==> config.mk <==
export PLATFORM = sky130hd
export DESIGN_NAME = imem_fetch_sequencer_flat
export DESIGN_NICKNAME = d
export VERILOG_FILES = /design/src/rtl/imem_fetch_sequencer_pkg.sv /design/src/rtl/imem_fetch_sequencer_if.sv /design/src/rtl/imem_fetch_sequencer_packer.sv /design/src/rtl/imem_fetch_sequencer.sv /design/src/flat_wrapper.sv
export SDC_FILE = /design/constraint.sdc
export NUM_CORES = 1
export LEC_CHECK = 0
export CORE_ASPECT_RATIO = 1.2
export CORE_MARGIN = 5
export CORE_UTILIZATION = 30
export DETAILED_ROUTE_END_ITERATION = 8
export DONT_BUFFER_PORTS = 1
export PLACE_DENSITY = 0.4
export SLEW_MARGIN = 20
export SYNTH_ARGS = -nofsm -noshare
export SYNTH_HDL_FRONTEND = slang
export SYNTH_SLANG_ARGS = --single-unit
==> constraint.sdc <==
create_clock -name clk -period 3.7 [get_ports clk]
set_input_delay 0.74 -clock clk [delete_from_list [all_inputs] [get_ports clk]]
set_output_delay 0.74 -clock clk [all_outputs]
set_load 0.05 [all_outputs]
==> src/rtl/imem_fetch_sequencer_pkg.sv <==
// Shared types and constants for the instruction-memory fetch sequencer.
// Holds the FSM state encoding, instruction width in bytes and the halt word.
package imem_pkg;

  localparam int          INST_BYTES = 4;
  localparam logic [31:0] HALT_WORD  = 32'h0;

  typedef enum logic [1:0] {
    IDLE   = 2'd0,
    READ   = 2'd1,
    DONE   = 2'd2,
    HALTED = 2'd3
  } state_e;

endpackage

==> src/rtl/imem_fetch_sequencer_if.sv <==
// Fetch-request / memory-port bundle between the core, the sequencer and imem.
// slave = sequencer view; master = core-and-memory environment view.
interface imem_fetch_sequencer_if #(
  parameter int ADDR_W = 6
) ();

  logic              fetch_req;
  logic [ADDR_W-1:0] fetch_pc;
  logic              flush;
  logic              fetch_ready;
  logic              inst_valid;
  logic [31:0]       instruction;
  logic              halt;
  logic              mem_rd;
  logic [ADDR_W-1:0] mem_addr;
  logic [7:0]        mem_rdata;

  modport slave (
    input  fetch_req,
    input  fetch_pc,
    input  flush,
    input  mem_rdata,
    output fetch_ready,
    output inst_valid,
    output instruction,
    output halt,
    output mem_rd,
    output mem_addr
  );

  modport master (
    output fetch_req,
    output fetch_pc,
    output flush,
    output mem_rdata,
    input  fetch_ready,
    input  inst_valid,
    input  instruction,
    input  halt,
    input  mem_rd,
    input  mem_addr
  );

endinterface

==> src/rtl/imem_fetch_sequencer_packer.sv <==
// Big-endian byte packer: shifts bytes in MSB-first and flags the final byte.
// Ports: clk, rst (async low), clr, load, din -> word_nxt, full.
module imem_byte_packer
  import imem_pkg::*;
(
  input  logic        clk,
  input  logic        rst,
  input  logic        clr,
  input  logic        load,
  input  logic [7:0]  din,
  output logic [31:0] word_nxt,
  output logic        full
);

  logic [31:0] word;
  logic [2:0]  cnt;

  assign word_nxt = {word[23:0], din};
  // Asserted on the load that completes the word.
  assign full = load && (cnt == 3'(INST_BYTES - 1));

  always_ff @(posedge clk or negedge rst) begin
    if (!rst) begin
      word <= '0;
      cnt  <= '0;
    end else if (clr) begin
      word <= '0;
      cnt  <= '0;
    end else if (load) begin
      word <= word_nxt;
      cnt  <= cnt + 3'd1;
    end
  end

endmodule

==> src/rtl/imem_fetch_sequencer.sv <==
// Fetch sequencer: four byte reads per request, big-endian assembly, halt.
// Ports: clk, rst (async low), bus (slave: fetch handshake + memory port).
module imem_fetch_sequencer
  import imem_pkg::*;
#(
  parameter int ADDR_W    = 6,
  parameter int MEM_BYTES = 64
) (
  input logic                   clk,
  input logic                   rst,
  imem_fetch_sequencer_if.slave bus
);

  localparam logic [1:0] S_IDLE   = IDLE;
  localparam logic [1:0] S_READ   = READ;
  localparam logic [1:0] S_DONE   = DONE;
  localparam logic [1:0] S_HALTED = HALTED;

  localparam logic [ADDR_W:0] LAST_PC =
    (ADDR_W + 1)'(MEM_BYTES - INST_BYTES);

  logic [1:0]        state;
  logic [1:0]        iss;
  logic              cap_q;
  logic              rd_q;
  logic [ADDR_W-1:0] addr_q;
  logic [31:0]       inst_q;
  logic              valid_q;
  logic              halt_q;

  logic              ready;
  logic              accept;
  logic              in_range;
  logic              in_read;
  logic              load;
  logic              clr;
  logic              full;
  logic [31:0]       word_nxt;

  assign ready    = rst && (state == S_IDLE) && !halt_q;
  assign accept   = bus.fetch_req && ready && !bus.flush;
  assign in_range = {1'b0, bus.fetch_pc} <= LAST_PC;
  assign in_read  = (state == S_READ);
  // cap_q marks a cycle whose mem_rdata answers a read from the cycle before.
  assign load     = in_read && cap_q && !bus.flush;
  assign clr      = accept || (in_read && bus.flush);

  imem_byte_packer u_packer (
    .clk      (clk),
    .rst      (rst),
    .clr      (clr),
    .load     (load),
    .din      (bus.mem_rdata),
    .word_nxt (word_nxt),
    .full     (full)
  );

  always_ff @(posedge clk or negedge rst) begin
    if (!rst) begin
      state   <= S_IDLE;
      iss     <= '0;
      cap_q   <= 1'b0;
      rd_q    <= 1'b0;
      addr_q  <= '0;
      inst_q  <= '0;
      valid_q <= 1'b0;
      halt_q  <= 1'b0;
    end else begin
      valid_q <= 1'b0;
      unique case (state)
        S_IDLE: begin
          cap_q <= 1'b0;
          if (accept) begin
            if (!in_range) begin
              state  <= S_HALTED;
              halt_q <= 1'b1;
            end else begin
              state  <= S_READ;
              rd_q   <= 1'b1;
              addr_q <= bus.fetch_pc;
              iss    <= '0;
            end
          end
        end
        S_READ: begin
          if (bus.flush) begin
            state <= S_IDLE;
            rd_q  <= 1'b0;
            cap_q <= 1'b0;
          end else begin
            cap_q <= rd_q;
            if (rd_q) begin
              if (iss == 2'd3) begin
                rd_q <= 1'b0;
              end else begin
                addr_q <= addr_q + ADDR_W'(1);
                iss    <= iss + 2'd1;
              end
            end
            if (full) begin
              inst_q  <= word_nxt;
              valid_q <= 1'b1;
              if (word_nxt == HALT_WORD) begin
                halt_q <= 1'b1;
                state  <= S_HALTED;
              end else begin
                state <= S_DONE;
              end
            end
          end
        end
        S_DONE:   state <= S_IDLE;
        S_HALTED: state <= S_HALTED;
        default:  state <= S_IDLE;
      endcase
    end
  end

  assign bus.fetch_ready = ready;
  assign bus.inst_valid  = valid_q;
  assign bus.instruction = inst_q;
  assign bus.halt        = halt_q;
  assign bus.mem_rd      = rd_q;
  assign bus.mem_addr    = addr_q;

endmodule

==> src/flat_wrapper.sv <==
// flat-port wrapper written by rule: the top's interface ports become plain ports
module imem_fetch_sequencer_flat import imem_pkg::*;
#(
  parameter int ADDR_W    = 6,
  parameter int MEM_BYTES = 64
)
  (clk, rst, bus_fetch_req, bus_fetch_pc, bus_flush, bus_mem_rdata, bus_fetch_ready, bus_inst_valid, bus_instruction, bus_halt, bus_mem_rd, bus_mem_addr);
  imem_fetch_sequencer_if #(.ADDR_W(ADDR_W)) bus_i ();
  input logic clk;
  input logic rst;
  input wire logic [$bits(bus_i.fetch_req)-1:0] bus_fetch_req;
  input wire logic [$bits(bus_i.fetch_pc)-1:0] bus_fetch_pc;
  input wire logic [$bits(bus_i.flush)-1:0] bus_flush;
  input wire logic [$bits(bus_i.mem_rdata)-1:0] bus_mem_rdata;
  output wire logic [$bits(bus_i.fetch_ready)-1:0] bus_fetch_ready;
  output wire logic [$bits(bus_i.inst_valid)-1:0] bus_inst_valid;
  output wire logic [$bits(bus_i.instruction)-1:0] bus_instruction;
  output wire logic [$bits(bus_i.halt)-1:0] bus_halt;
  output wire logic [$bits(bus_i.mem_rd)-1:0] bus_mem_rd;
  output wire logic [$bits(bus_i.mem_addr)-1:0] bus_mem_addr;
  assign bus_i.fetch_req = bus_fetch_req;
  assign bus_i.fetch_pc = bus_fetch_pc;
  assign bus_i.flush = bus_flush;
  assign bus_i.mem_rdata = bus_mem_rdata;
  assign bus_fetch_ready = bus_i.fetch_ready;
  assign bus_inst_valid = bus_i.inst_valid;
  assign bus_instruction = bus_i.instruction;
  assign bus_halt = bus_i.halt;
  assign bus_mem_rd = bus_i.mem_rd;
  assign bus_mem_addr = bus_i.mem_addr;
  imem_fetch_sequencer #(.ADDR_W(ADDR_W), .MEM_BYTES(MEM_BYTES)) u_core (.clk(clk), .rst(rst), .bus(bus_i));
endmodule
==> results by group <==
Run status
  • Status: finished, final reports clean

Timing
  • Max-slew headroom: 0.285
  • RSZ-0062 raised after global routing: false
  • Final Skew: 6.55 ps
  • Final min period: 2300 ps
  • Fin Setup TNS: 0 ps
  • Max Fclk: 0.436 GHz
  • Final setup fails: 0
  • Worst slew pin tran: 1070 ps
  • Final Hold Fails: 0
  • Max Slew Vio Count: 0
  • Crit share post-route: 0.621

Worst setup path
  • CP max FO: 27
  • Slowest CP cell: nand2_1
  • Critical Path Source: u_core.bus.halt$_DFFE_PN0P_
  • Reg-to-reg slack, setup: 1400 ps
  • Crit path to: u_core.u_packer.cnt[2]$_DFFE_PN0P_
  • Startpoint Class: flip-flop
  • Worst Setup End Kind: flip-flop
  • Critical Path RT: 3870 ps
  • Crit-path max cell delay: 750 ps
  • CP Cell Sequence: nor4b_4 -> buf_4 -> nand2_1 -> nand2_1 -> a211oi_1
  • Worst path bufs/invs: 1
  • Family with the most delay on the worst path: simple AND/OR/NAND/NOR gates
  • Critical path depth: 5
  • Worst reg2reg path depth: 5
  • WP data arrival: 2470 ps
  • FF-to-FF Start: u_core.bus.halt$_DFFE_PN0P_
  • CP most frequent cell: nand2_1
  • FF-to-FF End: u_core.u_packer.cnt[2]$_DFFE_PN0P_
  • Setup CP Type: flip-flop to flip-flop

Place
  • PortBufs: 0
  • Placed Instance Area: 3260 µm²
  • Gpl congestion: 0.731
  • DP HPWL: 5190 µm

Yosys
  • Syn. warnings: 0
  • Syn Inst Count: 283
  • Seq/Total Area, Yosys: 0.580
  • Dominant cell type by area after synthesis: dfrtp_1
  • Post-synth top flop: dfrtp_1
  • Number of flops mapped to enable cells by yosys: 0
  • Synth cell types: 37
  • Most common library cells after synthesis: dfrtp_1 (73), nand2_1 (58), mux2_2 (32)
  • Synth async-reset ratio: 1.00
  • Mapped Area: 3150 µm²
  • Number of synthesized register bits: 73
  • Most instantiated library cell after synthesis: dfrtp_1
  • Mean Syn Cell Area: 11.1 µm²
  • Largest cells by area after synthesis: dfrtp_1 (58%), mux2_2 (11%), nand2_1 (6.9%)
  • Top cell type's share of synthesized area: 0.580
  • Syn Nets: 305

CTS
  • H-tree depth: 3
  • Post-cts resize count: 0
  • Total setup buffers inserted after CTS: 0
  • CTS max path bufs: 2
  • Clk root buf: clkbuf_16
  • Num Clock Sinks: 73
  • Skew-Pair Late Insertion Delay: 330 ps
  • CTS clk-pin slew, worst paths: 60 ps
  • Total CTS buffers: 9
  • TritonCTS clock tree: done
  • Hold_buf cts: 0

Route
  • Routed Antenna Nets: 0
  • Total via count after detailed routing: 2,081
  • Number of remaining DRC errors: 0
  • Post-Route WL: 7790 µm
  • DR vias/cell: 4.99
  • Pre-antenna DRT Iters: 4
  • Iteration-0 DRC Markers: 111
  • WL/cell: 18.7 µm

Floorplan
  • # IOs: 60
  • Starting Density: 0.303
  • Die W: 104 µm
  • Std-Cell Rows: 41
  • Chip height: 122 µm
  • Die area: 12,700 µm²
  • Core area: 10,400 µm²

Global route
  • M3 GR Usage: 0.0395
  • Initial antenna violation count: 0
  • Global route overflow: 0
  • GR peak layer: met2
  • Number of global-route vias before repair: 2,098
  • Met2 usage: 0.195
  • Global-route wire length before repair: 12,700 µm
  • GRT met1 Usage: 0.165
  • Largest net degree at the start of global routing: 75
  • Tot GR Track Use: 0.128

Power and ir drop
  • PwrDens: 566 nW/µm²
  • P_leak: 1.64 nW
  • Worst IR Drop VDD: 0.237 mV

Finish
  • Diodes inserted: 0
  • Area delta synth->final: 12.6%
  • Layout Nets: 305
  • Area of the multi-input gates: 1220 µm²
  • Storage cell area: 1830 µm²
  • Fillers: 1,069
  • Post-layout instance area: 3550 µm²
  • Share of layout cells above drive strength 1: 0.188

Flow run
  • Max Cap Viol: 0

Hold path
  • Hold Path Class: primary input to asynchronous set/reset pin
cell usage in the layout, fill, tap and decap left out, types with 2 or more instances in the layout:
master     instances
a21oi_1           31
clkinv_2           2
nand4_1            5
a31oi_1            2
and3_1             3
clkbuf_16          9
mux2_2            32
buf_4              3
dfrtp_1           73
o21ai_0            5
o221a_1            2
nor3_1             7
ha_1               4
inv_1              7
clkbuf_1           3
mux2i_1            2
nor4_1             8
nor2_1            11
nand2_1           58
worst min path at each step:
stage / start / end / depth (start not counted)
detailed placement: rst / u_core.bus.mem_addr[3]$_DFFE_PN0P_ / 0
floorplan: rst / u_core.bus.halt$_DFFE_PN0P_ / 0
CTS: rst / u_core.bus.halt$_DFFE_PN0P_ / 0
global placement: rst / u_core.bus.mem_addr[2]$_DFFE_PN0P_ / 0
global route: rst / u_core.bus.halt$_DFFE_PN0P_ / 0
finish: rst / u_core.bus.mem_addr[5]$_DFFE_PN0P_ / 0
routing by layer:
| metal | vias to the layer above | part of all wire |
|---|---|---|
| met5 | - | 0 |
| met4 | 0 | 0.021 |
| met3 | 12 | 0.057 |
| met2 | 44 | 0.47 |
| met1 | 1033 | 0.45 |
| li1 | 992 | - |
worst register-to-register path, delay by kind of cell, from the launching register on:
family | cells | cell delay, ps
DFF | 1 | 600
buffers and inverters | 1 | 250
AOI/OAI and AO/OA | 1 | 110
and+or+nand+nor | 3 | 1170
power breakdown:
| group | leakage, nW | switching [W] | internal [W] | total (W) |
|---|---|---|---|---|
| clock | 0.144 | 0.000332 | 0.000539 | 0.000871 |
| sequential | 0.997 | 0.000172 | 0.000837 | 0.00101 |
| combinational | 0.496 | 0.0000682 | 0.0000606 | 0.000129 |
| total | 1.64 | 0.000572 | 0.00144 | 0.00201 |
kinds of logic (layout without fill, tap and decap cells):
group / Yosys count / in the layout / share of synthesized area
buffers and inverters: 21 / 26 / 0.0329
XOR/XNOR: 1 / 1 / 0.00278
AND/OR/NAND/NOR: 102 / 102 / 0.155
adder cells (fa/ha/maj): 4 / 4 / 0.0159
AO/OA/AOI/OAI: 47 / 47 / 0.0881
multiplexers: 35 / 35 / 0.125
flip-flops: 73 / 73 / 0.580
sequential cells by signal, indices dropped and copies added, names as in the netlist, 2 cells and up:
| register | cells |
|---|---|
| u_core.u_packer.word | 24 |
| u_core.state | 2 |
| u_core.iss | 2 |
| u_core.bus.mem_addr | 6 |
| u_core.u_packer.cnt | 3 |
| u_core.bus.instruction | 32 |
metrics by stage:
| step | util | std cells | setup WS (ps) | hold WS [ps] | total power [W] |
|---|---|---|---|---|---|
| 4_1_cts | 0.341 | 417 | 1350 | 87.2 | 0.00203 |
| 3_3_place_gp | 0.313 | 401 | 1330 | 447 | 0.00115 |
| 3_5_place_dp | 0.313 | 401 | 1310 | 447 | 0.00115 |
| 2_1_floorplan | - | 283 | 1290 | 444 | 0.00112 |
| 5_1_grt | 0.341 | 417 | 1190 | 85.8 | 0.00209 |
| 6_report | 0.341 | 417 | 1400 | 95.7 | 0.00201 |
final cells by class:
cell class              count  share of cell area
multi-input cells         189               0.344
clock buffers              13              0.0705
inverters                   7             0.00740
well taps                 129              0.0455
clock inverters             3              0.0113
repair buffers              3             0.00635
flip-flops and latches     73               0.515
(Power assumes the default switching activity.)
